[src/rtl/alu_resp_checker_fifo.sv]
// Synchronous expectation FIFO. Pointers carry one extra wrap bit so that
// full and empty are distinguished without a separate occupancy counter.
module chk_fifo #(
    parameter int DEPTH = 4,
    parameter int WIDTH = 9
) (
    input  logic             clk,
    input  logic             rstb,
    input  logic             push,
    input  logic             pop,
    input  logic [WIDTH-1:0] din,
    output logic             full,
    output logic             empty,
    output logic [WIDTH-1:0] head
);

    localparam int AW = $clog2(DEPTH);
    localparam logic [AW:0] PTR_ONE = {{AW{1'b0}}, 1'b1};

    logic [WIDTH-1:0] mem_q [DEPTH];
    logic [AW:0]      wr_ptr_q;
    logic [AW:0]      rd_ptr_q;
    logic             do_push_s;
    logic             do_pop_s;

    assign full  = (wr_ptr_q[AW] != rd_ptr_q[AW]) &&
                   (wr_ptr_q[AW-1:0] == rd_ptr_q[AW-1:0]);
    assign empty = (wr_ptr_q == rd_ptr_q);
    assign head  = mem_q[rd_ptr_q[AW-1:0]];

    // Guard against overflow/underflow even if the caller misbehaves.
    assign do_push_s = push && !full;
    assign do_pop_s  = pop && !empty;

    // Pointer update; wrap is handled by the natural roll-over of the extra bit.
    always_ff @(posedge clk or negedge rstb) begin
        if (!rstb) begin
            wr_ptr_q <= '0;
            rd_ptr_q <= '0;
        end else begin
            if (do_push_s) begin
                wr_ptr_q <= wr_ptr_q + PTR_ONE;
            end
            if (do_pop_s) begin
                rd_ptr_q <= rd_ptr_q + PTR_ONE;
            end
        end
    end

    // Storage write; cleared on reset so the head never shows stale data.
    always_ff @(posedge clk or negedge rstb) begin
        if (!rstb) begin
            for (int i = 0; i < DEPTH; i++) begin
                mem_q[i] <= '0;
            end
        end else if (do_push_s) begin
            mem_q[wr_ptr_q[AW-1:0]] <= din;
        end
    end

endmodule

[config.mk]
export PLATFORM = sky130hd
export DESIGN_NAME = chk_fifo
export DESIGN_NICKNAME = d
export VERILOG_FILES = /design/src/rtl/alu_resp_checker_fifo.sv
export SDC_FILE = /design/constraint.sdc
export NUM_CORES = 1
export LEC_CHECK = 0
export BUFFER_PORTS_ARGS = -buffer_cell sky130_fd_sc_hd__buf_4
export CAP_MARGIN = 10
export CORE_ASPECT_RATIO = 1.1
export CORE_UTILIZATION = 51
export CTS_BUF_LIST = sky130_fd_sc_hd__clkbuf_8 sky130_fd_sc_hd__clkbuf_16
export CTS_CLUSTER_SIZE = 24
export DETAILED_ROUTE_END_ITERATION = 6
export MAX_ROUTING_LAYER = met4
export PLACE_DENSITY_LB_ADDON = 0.2
export SYNTH_ARGS = -nofsm -noshare
export SYNTH_HDL_FRONTEND = slang
export SYNTH_SLANG_ARGS = --single-unit
[constraint.sdc]
create_clock -name clk -period 1.7 [get_ports clk]
set_input_delay 0.425 -clock clk [delete_from_list [all_inputs] [get_ports clk]]
set_output_delay 0.425 -clock clk [all_outputs]
set_load 0.01 [all_outputs]
# Word level (Yosys, flattened, before mapping)
# Cells that the tools add are included.
[word_totals] output_inout_bits=11 input_bits=13 word_cells=28 regBits=42
[classes] bitwise=2 eq_ne=3 n_lt_le_gt_ge=3 mux=6 n_reduce_logical=6 addsub=2
[op_table] cell="bitwise mux 36 bit" n=1
[op_table] cell="two-way mux 9 bit" n=3
[op_table] cell="binary-select mux 9 bit (select 2 bit)" n=1
[op_table] cell="demux 9 bit (select 2 bit)" n=1
[op_table] cell="adder 3 x 1 -> 3 bit (second input constant)" n=2
[op_table] cell="greater-or-equal comparator 3 bit (second input constant)" n=2
[op_table] cell="inverter 2 -> 3 bit" n=2
[op_table] cell="logical AND 1 bit" n=4
[op_table] cell="== test 3 bit" n=1
[op_table] cell="less-than comparator 3 x 1 -> 1 bit (second input constant)" n=1
[op_table] cell="== test 2 bit" n=1
[op_table] cell="logical NOT 1 bit" n=2
[op_table] cell="!= test 1 bit" n=1

# Depth between registers and ports, before layout
# Gate-level depths: netlist of run 1.
[depth] ltp_word=6 mapped_depth=5 depth_no_buf=5

# Least setup slack after synthesis of run 1
# Ideal clock, no wire load.
[synth_path] kind="reg2out" startpoint="register rd_ptr_q[0]" endpoint="output port head[2]" n_path_buf=2 required_time_ns=1.275 path_slack_ns=-0.071 path_stages_with_launch=4 arrival_ns=1.346 path_cell_list="dfrtp_1 > buf_2 > buf_2 > mux4_2"
[synth_between] elab_chain_cells=4
[synth_lines] item="from (decl)" line_no="22" rtl="logic [AW:0] rd_ptr_q;"
[synth_lines] item="from (signal assigned)" line_no="45" rtl="rd_ptr_q <= rd_ptr_q + PTR_ONE;"
[synth_lines] item="inverter 2 -> 3 bit (implied by the code)" line_no="29" rtl="assign head = mem_q[rd_ptr_q[AW-1:0]];"
[synth_lines] item="binary-select mux 9 bit (select 2 bit)" line_no="29"
[synth_lines] item="two-way mux 9 bit (implied by the code) (2 in series)" line_no="29"
[synth_lines] item="to (decl)" line_no="14" rtl="output logic [WIDTH-1:0] head"
# Every way passes these cells. The select of a mux whose other input is x is not followed.

# Worst setup path in the final report of run 1
[layout_path] startpoint="register rd_ptr_q[0]" endpoint="output port head[4]"
# Same word-level chain as after synthesis.

==> impl_results.md, run 1 <==
* DR WL/cell at 18.2 um
* Final Non-Filler Cells at 220
* Hold_buf cts at 0
* DR vias/cell at 5.55
* M1 GR Usage at 0.251
* Met2 track demand over resource at 0.383
* # DRC at 0
* VDD IR-drop max at 1.01 mV
* Warnings from Yosys at 0
* Normalized max-slew margin at 0.620
* Syn Inst Count at 130
* Reg2reg path depth at 4
* Final hold slack at 0.108 ns
* Crit-path max cell delay at 0.52 ns
* Worst R2R End: mem_q[5]$_DFFE_PN0P_
* HPWL Detailed at 2750 um
* Vias in the first global route at 1331
* RSZ-0062 raised after global routing: true
* Worst-Margin Slew at 0.567 ns
* Sequential share of power at 0.326
* Setup tns final at -5.78 ns
* WL final at 4010 um
* Clk Tree Root Cell: clkbuf_8
* Worst hold path type: input pin to asynchronous set/reset pin
* Most Crowded Layer GR: met2
* Largest net degree at the start of global routing at 43
* Endpoints failing hold at 0
* Outcome: complete, but fails checks
* CP top delay family: multiplexers
* Fillers at 282
* TritonCTS Buffers at 5
* Core box area at 0.00374 sq mm
* Met3 GRT Util at 0.0658
* Type of origin of the critical path: flop
* Post-route ant nets at 0
* F_max at 513 MHz
* Slowest library cell on the worst path: mux4_2
* Drt first pass iters at 4
* Power Density at 2270 mW/mm^2
* Worst Setup Path Type: flop to primary output
* Die area at 0.00428 sq mm
* Switch Pwr at 2.08 mW
* Crit path cell chain: buf_6, mux4_2, buf_6
* Htree depth at 2
* CTS sink count at 42
* Worst path most repeated cell: buf_6
* Placed insts at 208
* Initial antenna violation count at 0
* Async set-or-reset flop fraction in the synthesized netlist at 1.00
* Max-cap violations at 0
* Clk_skew at 0.00841 ns
* Combinational Power Share at 0.566
* CP Capture Type: primary output
* Gr usage total at 0.221
* Clock-pin transition on the worst setup and hold timing paths at 0.08 ns
* Setup ws final at -0.249 ns
* Sw Share at 0.357
* Mean post-synth cell area at 15.8 sq um
* Clock Path Buffers at 2
* Slew Viols, Final at 0
* FF+latch count, synth at 42
* Clk Latency, worst-skew pair at 0.29 ns
* Final core occ at 0.687
* Via count at 1222
* WP data arrival at 1.52 ns
* Iter 0 DRT Violations at 29
* Die span in y at 68.5 um
* Layout cells sized above 1 at 0.582
* Worst Path Buf+Inv at 2
* P_leak at 1.09 nW
* Internal at 3.74 mW
* Syn nets at 148
* First-pass GRT wire length at 6700 um
* Failing checks: negative setup slack
* Final Cycle Share at 1.15
* Initial Utilization at 0.549
* GPL Wtd Cong at 0.881
* Synth unique cells at 23
* RR Startpoint: rd_ptr_q[0]$_DFFE_PN0P_
* Port bufs at 23
* Required @ worst endpoint at 1.27 ns
* Sequential share of the synthesized area at 0.512
* Prevailing post-synth register cell: dfrtp_1
* Clock power share at 0.107
* Reg2reg setup slack at -0.13 ns
* ANT cells at 0
* Die Width at 62.5 um
* Final #Nets at 189
* Total power at 5.82 mW
* Setup violations, final at 48
* Rows at 23
* CTS tree: done
* CP Max Fanout at 4
* Crit path time final at 1.95 ns
* I/O pins at 24
* Grt ovf at 0
* Post-synthesis cell area at 0.00205 sq mm
* EDFF count, synth at 0
* Area growth from synthesis to layout at 25.1%
[worst max path at each step]
stage / startpoint / to / slack (ns) / cells past startpoint
final: rd_ptr_q[0]$_DFFE_PN0P_ / head[4] / -0.25 / 3
after global routing: rd_ptr_q[0]$_DFFE_PN0P_ / head[4] / -0.30 / 3
after CTS: rd_ptr_q[0]$_DFFE_PN0P_ / head[3] / -0.25 / 3
after detailed placement: rd_ptr_q[0]$_DFFE_PN0P_ / mem_q[7]$_DFFE_PN0P_ / -0.1 / 4
after global placement: rd_ptr_q[0]$_DFFE_PN0P_ / mem_q[6]$_DFFE_PN0P_ / -0.05 / 4
after floorplan: rd_ptr_q[0]$_DFFE_PN0P_ / head[2] / 0.04 / 3
[cells in the mapped netlist (2+ instances only)]
cell / instances / area share
buf_2: 2 / 0.0049
mux2_2: 37 / 0.20
xor2_1: 3 / 0.013
a31oi_4: 4 / 0.041
nand2_1: 5 / 0.0091
a31oi_1: 2 / 0.0061
ha_1: 5 / 0.030
o21ai_0: 2 / 0.0049
nor3_1: 2 / 0.0049
inv_1: 3 / 0.0055
xnor2_2: 2 / 0.016
mux4_2: 9 / 0.099
o311ai_0: 2 / 0.0085
dfrtp_1: 42 / 0.51
xnor2_1: 2 / 0.0085
[routing by layer]
metal	part of all wire	wire (um)
met5	0	0
met4	0.013	52
met3	0.035	140
met2	0.55	2200
met1	0.40	1630
[cell type report]
| type | instances | area, sq um | share of cell area |
|---|---|---|---|
| well taps | 50 | 62.6 | 0.0244 |
| clock buffers | 6 | 82.6 | 0.0321 |
| flip-flops and latches | 42 | 1050 | 0.409 |
| multi-input cells | 82 | 997 | 0.388 |
| repair buffers | 37 | 364 | 0.142 |
| inverters | 3 | 11.3 | 0.00438 |
[stage by stage]
step | cell area, sq um | worst slack, ns
floorplan | 2060 | 0.0394
detailed placement | 2330 | -0.0952
finish | 2570 | -0.249
global placement | 2330 | -0.0499
CTS | 2500 | -0.254
global route | 2570 | -0.297
[power by group through the flow]
stage / logic [mW] / clock network [mW] / registers [mW]
after global routing: 3.54 / 0.689 / 1.96
final: 3.30 / 0.625 / 1.90
after CTS: 3.03 / 0.646 / 1.89
after detailed placement: 2.80 / 0 / 1.90
after global placement: 2.72 / 0 / 1.86
after floorplan: 1.95 / 0 / 1.78
[cell families after synthesis]
logic type	after synthesis	share of synthesized area
buffers and inverters	6	0.0122
muxes	46	0.302
DFF	42	0.512
and+or+nand+nor	11	0.0256
adders and majority gates	5	0.0305
xor gates and xnor gates	8	0.0506
AOI/OAI and AO/OA	12	0.0676
[registers in the layout, summed over array words and instances (netlist names)]
register,count
wr_ptr_q,3
rd_ptr_q,3
mem_q,36
[cell usage in the layout (no fill, tap or decap), types with 3 or more instances in the layout]
master / netlist / final
xnor2_2: 2 / 3
clkbuf_8: 0 / 6
mux4_2: 9 / 9
mux2_2: 37 / 37
inv_1: 3 / 3
ha_1: 5 / 5
buf_12: 0 / 3
a31oi_4: 4 / 4
buf_4: 0 / 21
buf_6: 0 / 13
dfrtp_1: 42 / 42
nand2_1: 5 / 5
[what timing repair did]
item	CTS	global route
setup buffers	5	1
resized for setup	2	14
pin swaps	3	0
endpoints found under the hold margin	0	0
endpoints found under the setup margin	47	48
No activity file was read; power rests on OpenSTA's default activity.
==> run 2, diff against run 1 <==
--- a/config.mk
+++ b/config.mk
@@ -5,13 +5,13 @@
 export SDC_FILE = /design/constraint.sdc
 export NUM_CORES = 1
 export LEC_CHECK = 0
-export BUFFER_PORTS_ARGS = -buffer_cell sky130_fd_sc_hd__buf_4
 export CAP_MARGIN = 10
 export CORE_ASPECT_RATIO = 1.1
 export CORE_UTILIZATION = 51
 export CTS_BUF_LIST = sky130_fd_sc_hd__clkbuf_8 sky130_fd_sc_hd__clkbuf_16
 export CTS_CLUSTER_SIZE = 24
 export DETAILED_ROUTE_END_ITERATION = 6
+export DONT_BUFFER_PORTS = 1
 export MAX_ROUTING_LAYER = met4
 export PLACE_DENSITY_LB_ADDON = 0.2
 export SYNTH_ARGS = -nofsm -noshare
==> impl_results.md, run 2 (synthesis gave the netlist of run 1 again) <==
* Power Density at 2220 mW/mm^2 (-1.9%)
* Sequential share of power at 0.333 (+0.007)
* Slowest library cell on the worst path: mux4_2
* Grt ovf at 0 (unchanged)
* Required @ worst endpoint at 1.27 ns (about the same)
* TritonCTS Buffers at 5 (unchanged)
* Worst-Margin Slew at 0.433 ns (-0.134 ns)
* RR Startpoint: rd_ptr_q[0]$_DFFE_PN0P_
* WL final at 4090 um (+1.9%)
* First-pass GRT wire length at 7070 um (+5.5%)
* CP Capture Type: primary output
* CTS sink count at 42 (unchanged)
* Outcome: complete, but fails checks
* Worst-case hold path end point: mem_q[2]$_DFFE_PN0P_
* Initial Utilization at 0.549 (unchanged)
* Final #Nets at 183 (-3.2%)
* Sw Share at 0.365 (+0.00784)
* Iter 0 DRT Violations at 31 (+6.9%)
* Crit-path max cell delay at 0.54 ns (+0.02 ns)
* Crit path cell chain: buf_4, mux4_2
* Slew Viols, Final at 0 (unchanged)
* Worst Setup Path Type: flop to primary output
* Internal at 3.65 mW (-2.5%)
* Max-cap violations at 0 (unchanged)
* Fillers at 267 (-5.3%)
* Endpoints failing hold at 0 (unchanged)
* Core box area at 0.00374 sq mm (unchanged)
* CTS tree: done
* Crit. Startpoint: rd_ptr_q[0]$_DFFE_PN0P_
* Die span in y at 68.5 um (unchanged)
* ANT cells at 0 (unchanged)
* Final hold slack at 0.277 ns (+0.169 ns)
* Commonest non-fill, non-tap cells in the layout: mux2_2 (37), dfrtp_1 (36), buf_4 (17), mux4_2 (9), buf_6 (8)
* Switch Pwr at 2.10 mW (+0.89%)
* HPWL Detailed at 2660 um (-3.4%)
* Clk Tree Root Cell: clkbuf_8
* Area growth from synthesis to layout at 26.0%
* GPL Wtd Cong at 0.863 (-2.0%)
* Crit path time final at 1.87 ns (-0.0802 ns)
* P_leak at 1.06 nW (-2.9%)
* DR vias/cell at 5.73 (+3.1%)
* Largest net degree at the start of global routing at 43 (unchanged)
* Via count at 1231 (+0.74%)
* # DRC at 0 (unchanged)
* Normalized max-slew margin at 0.708 (+0.0876)
* Final core occ at 0.691 (+0.00468)
* Failing checks: negative setup slack
* Setup violations, final at 47 (-2.1%)
* Drt first pass iters at 4 (unchanged)
* Max reg flops at 36 (unchanged)
* WP data arrival at 1.44 ns (-0.08 ns)
* DR WL/cell at 19.0 um (+4.3%)
* CP Max Fanout at 6 (+2)
* Port bufs at 0 (-100%)
* Rows at 23 (unchanged)
* Initial antenna violation count at 0 (unchanged)
* Hold Path Stages at 1
* Vias in the first global route at 1384 (+4.0%)
* Die Width at 62.5 um (unchanged)
* Setup ws final at -0.168 ns (+0.0802 ns)
* Worst hold path type: input pin to flop
* I/O pins at 24 (unchanged)
* RSZ-0062 raised after global routing: true
* Commonest non-fill, non-tap cell in the layout: mux2_2
* Clock-pin transition on the worst setup and hold timing paths at 0.08 ns (about the same)
* Hold_sp: din[2]
* Gr usage total at 0.239 (+0.0175)
* Clock Path Buffers at 2 (unchanged)
* Clock power share at 0.105 (-0.002)
* Total power at 5.75 mW (-1.3%)
* Combinational Power Share at 0.561 (-0.005)
* Post-route ant nets at 0 (unchanged)
* Htree depth at 2 (unchanged)
* Clk_skew at 0.00304 ns (-0.00537 ns)
* VDD IR-drop max at 1.03 mV (+1.7%)
* Largest Register: mem_q
* Layout cells sized above 1 at 0.618 (+0.0358)
* F_max at 535 MHz (+4.3%)
* Worst R2R End: mem_q[15]$_DFFE_PN0P_
* Biggest regs: mem_q: 36 flops, rd_ptr_q: 3 flops, wr_ptr_q: 3 flops
* Type of origin of the critical path: flop
* Reg2reg path depth at 6 (+2)
* Clk Latency, worst-skew pair at 0.29 ns (about the same)
* Reg2reg setup slack at -0.12 ns (about the same)
* Die area at 0.00428 sq mm (unchanged)
* Final Cycle Share at 1.10 (-0.0472)
[run 2: cell count changes in the layout (fill, tap and decap cells not counted), moves of 2 or more]
| cell | change |
|---|---|
| dfrtp_2 | +6 |
| xnor2_4 | +3 |
| xnor2_2 | -3 |
| dfrtp_1 | -6 |
| buf_4 | -4 |
| buf_12 | +2 |
| buf_6 | -5 |
[run 2: worst max-delay path by stage]
stage,endpoint,slack [ns],cells past startpoint
finish,head[4],-0.17,2
CTS,head[8],-0.17,2
detailed placement,mem_q[5]$_DFFE_PN0P_,-0.14,3
global route,head[2],-0.21,2
global placement,mem_q[3]$_DFFE_PN0P_,-0.09,3
floorplan,head[2],0.04,3
[run 2: per-layer routing]
metal	wire length (um)	global-route usage
met3	135	0.0609
met5	0	-
met2	2110	0.393
met1	1730	0.272
met4	112	0.137
[run 2: stage by stage]
step	instances	setup WS (ns)	TNS [ns]	area, sq um
after floorplan	130	0.0394	0	2060
after global placement	190	-0.0883	-2.26	2200
after detailed placement	190	-0.142	-3.77	2200
after CTS	214	-0.174	-1.67	2550
after global routing	215	-0.215	-7.01	2590
final	215	-0.168	-4.81	2590
[run 2: power by group through the flow]
stage / registers [mW] / clock network [mW] / logic (mW)
after floorplan: 1.78 / 0 / 1.95
after global placement: 1.87 / 0 / 2.39
after detailed placement: 1.92 / 0 / 2.48
after CTS: 1.91 / 0.618 / 3.15
after global routing: 1.99 / 0.661 / 3.46
final: 1.91 / 0.606 / 3.22
[run 2: what timing repair did]
| item | CTS | global route |
|---|---|---|
| gates resized for setup | 15 | 10 |
| setup buffers | 15 | 1 |
| endpoints found under the hold margin | 42 | 0 |
| hold buffers | 2 | 0 |
| endpoints found under the setup margin | 48 | 35 |
| pin swaps | 5 | 4 |
[run 2: cell type report]
cell class | count | area [sq um] | area share
tap | 50 | 62.6 | 0.0242
sequential | 42 | 1060 | 0.409
clock buffer | 5 | 68.8 | 0.0266
inverter | 3 | 13.8 | 0.00532
multi-input combinational | 82 | 1040 | 0.403
timing repair buffer | 31 | 328 | 0.127
clock inverter | 2 | 11.3 | 0.00435
[run 2: critical path, delay by kind of cell (launching register included)]
family	cells	cell delay, ns
muxes	1	0.54
DFF	1	0.45
buffers and inverters	1	0.16
